## src/rtl/alu_if_pkg.sv

```systemverilog
// Shared types and constants for the byte-stream ALU front end.
// ALU_IF_FLAGS_EN adds the S_SEND_FLAGS state (flags byte after each result).
package alu_if_pkg;

`ifdef ALU_IF_FLAGS_EN
    typedef enum logic [2:0] {
        S_GET_A,
        S_GET_B,
        S_GET_OP,
        S_LOAD_OP,
        S_CAPTURE,
        S_SEND_RES,
        S_SEND_FLAGS
    } state_e;
`else
    typedef enum logic [2:0] {
        S_GET_A,
        S_GET_B,
        S_GET_OP,
        S_LOAD_OP,
        S_CAPTURE,
        S_SEND_RES
    } state_e;
`endif

    localparam logic [7:0] OP_ADD = 8'h80;
    localparam logic [7:0] OP_SUB = 8'h88;
    localparam logic [7:0] OP_AND = 8'h90;
    localparam logic [7:0] OP_OR  = 8'h94;
    localparam logic [7:0] OP_XOR = 8'h98;
    localparam logic [7:0] OP_NOR = 8'h9C;
    localparam logic [7:0] OP_SRL = 8'h08;
    localparam logic [7:0] OP_SRA = 8'h0C;

    localparam int unsigned FLAG_CARRY = 1;
    localparam int unsigned FLAG_ZERO  = 0;

endpackage

```

## src/rtl/alu_interface.sv

```systemverilog
// Receives A, B, opcode bytes, strobes them into the ALU and returns the result byte.
// Define ALU_IF_FLAGS_EN to also return a {carry, zero} flags byte after each result.
module alu_interface
    import alu_if_pkg::*;
#(
    parameter int unsigned NB_DATA = 8
) (
    input  logic               i_clk,
    input  logic               i_reset,
    input  logic [NB_DATA-1:0] i_rx_data,
    input  logic               i_rx_valid,
    output logic               o_rx_ready,
    output logic [NB_DATA-1:0] o_alu_data,
    output logic               o_enable_1,
    output logic               o_enable_2,
    output logic               o_enable_3,
    input  logic [NB_DATA-1:0] i_alu_data,
    input  logic               i_alu_carry,
    input  logic               i_alu_zero,
    output logic [NB_DATA-1:0] o_tx_data,
    output logic               o_tx_valid,
    input  logic               i_tx_ready
);

    state_e             state_q, state_d;
    logic               rx_ready_q, tx_valid_q;
    logic               en1_q, en2_q, en3_q;
    logic [NB_DATA-1:0] alu_data_q, tx_data_q;
    logic               rx_hs, tx_hs;

    assign rx_hs = i_rx_valid & rx_ready_q;
    assign tx_hs = tx_valid_q & i_tx_ready;

`ifdef ALU_IF_FLAGS_EN
    logic               carry_q, zero_q;
    logic [NB_DATA-1:0] flags_byte;

    always_comb begin
        flags_byte             = '0;
        flags_byte[FLAG_CARRY] = carry_q;
        flags_byte[FLAG_ZERO]  = zero_q;
    end
`else
    logic unused_flags;
    assign unused_flags = i_alu_carry ^ i_alu_zero;
`endif

    always_comb begin
        state_d = state_q;
        case (state_q)
            S_GET_A:    if (rx_hs) state_d = S_GET_B;
            S_GET_B:    if (rx_hs) state_d = S_GET_OP;
            S_GET_OP:   if (rx_hs) state_d = S_LOAD_OP;
            S_LOAD_OP:  state_d = S_CAPTURE;
            S_CAPTURE:  state_d = S_SEND_RES;
`ifdef ALU_IF_FLAGS_EN
            S_SEND_RES:   if (tx_hs) state_d = S_SEND_FLAGS;
            S_SEND_FLAGS: if (tx_hs) state_d = S_GET_A;
`else
            S_SEND_RES:   if (tx_hs) state_d = S_GET_A;
`endif
            default:    state_d = S_GET_A;
        endcase
    end

    // Handshake outputs are registered from the next state so they track state_q exactly.
    always_ff @(posedge i_clk or negedge i_reset) begin
        if (!i_reset) begin
            state_q    <= S_GET_A;
            rx_ready_q <= 1'b0;
            tx_valid_q <= 1'b0;
            en1_q      <= 1'b0;
            en2_q      <= 1'b0;
            en3_q      <= 1'b0;
            alu_data_q <= '0;
            tx_data_q  <= '0;
`ifdef ALU_IF_FLAGS_EN
            carry_q    <= 1'b0;
            zero_q     <= 1'b0;
`endif
        end else begin
            state_q    <= state_d;
            rx_ready_q <= (state_d == S_GET_A) || (state_d == S_GET_B) ||
                          (state_d == S_GET_OP);
`ifdef ALU_IF_FLAGS_EN
            tx_valid_q <= (state_d == S_SEND_RES) || (state_d == S_SEND_FLAGS);
`else
            tx_valid_q <= (state_d == S_SEND_RES);
`endif
            en1_q      <= rx_hs && (state_q == S_GET_A);
            en2_q      <= rx_hs && (state_q == S_GET_B);
            en3_q      <= rx_hs && (state_q == S_GET_OP);
            if (rx_hs) begin
                alu_data_q <= i_rx_data;
            end
            if (state_q == S_CAPTURE) begin
                tx_data_q <= i_alu_data;
`ifdef ALU_IF_FLAGS_EN
                carry_q   <= i_alu_carry;
                zero_q    <= i_alu_zero;
`endif
            end
`ifdef ALU_IF_FLAGS_EN
            if (tx_hs && (state_q == S_SEND_RES)) begin
                tx_data_q <= flags_byte;
            end
`endif
        end
    end

    assign o_rx_ready = rx_ready_q;
    assign o_tx_valid = tx_valid_q;
    assign o_alu_data = alu_data_q;
    assign o_tx_data  = tx_data_q;
    assign o_enable_1 = en1_q;
    assign o_enable_2 = en2_q;
    assign o_enable_3 = en3_q;

endmodule

```

## config.mk

```make
export PLATFORM = sky130hd
export DESIGN_NAME = alu_interface
export DESIGN_NICKNAME = d
export VERILOG_FILES = /design/src/rtl/alu_if_pkg.sv /design/src/rtl/alu_interface.sv
export SDC_FILE = /design/constraint.sdc
export NUM_CORES = 1
export LEC_CHECK = 0
export ABC_AREA = 1
export CORE_MARGIN = 2
export CORE_UTILIZATION = 46
export CTS_BUF_LIST = sky130_fd_sc_hd__clkbuf_2
export CTS_CLUSTER_SIZE = 30
export DETAILED_ROUTE_END_ITERATION = 7
export GPL_ROUTABILITY_DRIVEN = 0
export PLACE_DENSITY_LB_ADDON = 0.1
export REMOVE_ABC_BUFFERS = 1
export SYNTH_ARGS = -nofsm -noshare
export SYNTH_HDL_FRONTEND = slang
export SYNTH_SLANG_ARGS = --single-unit
export TNS_END_PERCENT = 5
```

## constraint.sdc

```tcl
create_clock -name i_clk -period 2.4 [get_ports i_clk]
set_input_delay 0.24 -clock i_clk [delete_from_list [all_inputs] [get_ports i_clk]]
set_output_delay 0.24 -clock i_clk [all_outputs]
set_load 0.02 [all_outputs]
```

==> results.py <==
metrics = {
    "run_status": {
        "status": "completed",
    },
    "setup_path": {
        "cp-startpoint": "o_rx_ready$_DFF_PN0_",
        "r2r_setup_slack_ns": 1.13,
        "crit_path_top_delay_cell": "clkdlybuf4s50_1",
        "cpPeakStageDelay_ns": 0.68,
        "criticalPathCategory": "flip-flop to output port",
        "worst-path-stages": 1,
        "worst-path-buf-inv": 1,
        "worst_ep_arrival_time_ns": 1.60,
        "crit_path_start_kind": "flip-flop",
        "crit_family": "buffers and inverters",
        "endpoint": "o_rx_ready",
        "worst_r2r_endpoint": "o_rx_ready$_DFF_PN0_",
        "endpoint_kind": "output port",
        "crit_fanout": 11,
        "reg2reg_depth": 5,
        "crit_required_ns": 2.16,
        "r2r-start": "state_q[2]$_DFF_PN0_",
        "crit_path_cell_trace": "clkdlybuf4s50_1",
    },
    "timing": {
        "tightestPinTransition_ns": 0.4511,
        "rsz0062_at_grt": "false",
        "clock_skew_ns": 0.006025,
        "slew_viol_final": 0,
        "setup_viol": 0,
        "max_freq_ghz": 0.5436,
        "hold_viol": 0,
        "post-route-period-util_pct": 76.65,
        "tns_ns": 0,
        "whs_ns": 0.2352,
        "maxSlewHeadroom_pct": 69.93,
        "layout_min_cycle_time_ns": 1.840,
    },
    "worst_hold_path": {
        "holdCritPathClass": "primary input to asynchronous set/reset pin",
    },
    "layout": {
        "design_area_um2": 1394,
        "multi_input_area_um2": 325.3,
        "area_growth_pct": 43.56,
        "antenna_cells": 0,
        "layout-drive-gt1-share_pct": 9.286,
        "regArea_um2": 600.6,
        "nFillCells": 153,
        "nets": 164,
    },
    "clock_network": {
        "clockBufferDepth": 2,
        "clkTransAtPathRegs_ns": 0.21,
        "cts_root_buf": "clkbuf_2",
        "clk-insertion-delay-late_ns": 0.33,
        "post_cts_resized": 0,
        "cts_tree": "built",
        "numClockSinks": 24,
        "cts_made_buffers": 3,
        "holdBufCountCts": 0,
        "post_cts_buffers": 0,
        "cts-htree-levels": 1,
    },
    "die": {
        "dieWidth_um": 49.94,
        "die_area_um2": 2494,
        "rows": 16,
        "start_util_pct": 48.99,
        "pin_count": 43,
        "die_y_um": 49.94,
        "coreArea_um2": 1982,
    },
    "place": {
        "hpwlAfterDp_um": 1468,
        "place_area_um2": 1379,
        "port_buffers": 40,
    },
    "global_route": {
        "grt_pass1_vias": 852,
        "grt_pass1_wl_um": 3567,
        "grt_overflow": 0,
        "track_usage_pct": 18.55,
        "grt_max_degree": 25,
        "grt_antenna_before_repair": 0,
    },
    "pwr": {
        "peakVddDrop_uv": 648.4,
        "p_sw_uw": 711.9,
        "p_comb_share_pct": 48.6,
        "p_per_area_nw_per_um2": 1211,
        "swShare_pct": 42.19,
        "p_int_uw": 975.6,
        "p_clk_share_pct": 8.8,
        "p_seq_share_pct": 42.6,
        "leakage_uw": 0.0006742,
    },
    "yosys": {
        "netlist_area_um2": 970.9,
        "synth_area_per_cell_um2": 9.709,
        "ys.warnings.count": 0,
        "netlist_instances": 100,
        "ys_seq_elements": 24,
        "ys_types": 14,
        "ys_seq_area_share_pct": 61.86,
    },
    "routing": {
        "detail-route-antenna-nets": 0,
        "wl_um": 1978,
        "avgViaCountPerCell": 4.838,
        "vias": 808,
        "routedWlPerCell_um": 11.84,
        "firstDrtPassIters": 4,
        "drtIter0Drc": 19,
        "drc": 0,
    },
    "run": {
        "maxCapViolCount": 0,
    },
}
cell usage in the layout, fill, tap and decap left out, drive strengths merged:
cell           instances
nor2                   8
clkdlybuf4s50         40
nand2                 38
nand3                 21
clkbuf                 3
inv                    3
nand3b                 1
o21ai                  1
dfrtp                 24
buf                    1
cell families (layout without fill, tap and decap cells):
family                 count (synthesis)  in the layout  synth area share (%)
buffers and inverters                  7             47                 4.639
flip-flops                            24             24                 61.86
AO/OA/AOI/OAI                          1              1                0.5150
AND/OR/NAND/NOR                       68             68                 32.99
layer usage:
| metal | GRT usage [%] | part of all wire, % | vias up |
|---|---|---|---|
| li1 | - | - | 399 |
| met1 | 23.29 | 44 | 380 |
| met2 | 32.00 | 49 | 27 |
| met3 | 3.030 | 5.3 | 2 |
| met4 | 6.944 | 0.91 | 0 |
| met5 | 0 | 0 | - |
area by class of cell:
| cell class | count | share of cell area (%) |
|---|---|---|
| multi-input cells | 69 | 23.34 |
| inverters | 3 | 0.8079 |
| repair buffers | 41 | 29.26 |
| flip-flops and latches | 24 | 43.09 |
| well taps | 27 | 2.424 |
| clock buffers | 3 | 1.077 |
synthesized netlist by cell type:
| library cell | number | area share (%) |
|---|---|---|
| buf_6 | 1 | 1.2 |
| nand3_1 | 20 | 10 |
| nand2_2 | 3 | 1.9 |
| nand2_4 | 1 | 1.2 |
| buf_4 | 3 | 2.3 |
| o21ai_1 | 1 | 0.51 |
| dfrtp_1 | 24 | 62 |
| nor2_2 | 3 | 1.9 |
| nand3b_1 | 1 | 0.77 |
| nand2_1 | 34 | 13 |
| nor2_1 | 4 | 1.5 |
| nor2_4 | 1 | 1.2 |
| nand3_2 | 1 | 1.0 |
| inv_1 | 3 | 1.2 |
sequential cells by signal, indices dropped and copies added, names as in the netlist:
signal / count
o_rx_ready: 1
o_enable_1: 1
o_tx_valid: 1
o_alu_data: 8
o_tx_data: 8
o_enable_2: 1
state_q: 3
o_enable_3: 1
worst min-delay path by stage:
stage                              from                   endpoint  slack, ns
4_1_cts                         i_reset   o_tx_data[6]$_DFFE_PN0N_       0.25
6_report                        i_reset   o_tx_data[1]$_DFFE_PN0N_       0.24
5_1_grt                         i_reset   o_tx_data[7]$_DFFE_PN0N_       0.25
3_3_place_gp   o_tx_data[2]$_DFFE_PN0N_   o_tx_data[2]$_DFFE_PN0N_       0.45
2_1_floorplan                   i_reset  o_alu_data[0]$_DFFE_PN0P_      -0.06
3_5_place_dp   o_tx_data[5]$_DFFE_PN0N_   o_tx_data[5]$_DFFE_PN0N_       0.46
power groups by stage:
stage / clock network, uW / logic (uW) / registers, uW
CTS: 148 / 834 / 718
floorplan: 0 / 281 / 877
global placement: 0 / 813 / 717
detailed placement: 0 / 833 / 727
finish: 148 / 821 / 718
global route: 169 / 904 / 744
metrics by stage:
step,power [uW],worst slack [ns],utilization (%),cells
6_report,1687,0.5603,70.33,167
5_1_grt,1817,0.4625,70.33,167
4_1_cts,1700,0.5493,70.33,167
3_5_place_dp,1560,0.8634,69.57,164
3_3_place_gp,1530,0.8649,69.57,164
2_1_floorplan,1158,1.285,-,96
(Power assumes the default switching activity.)
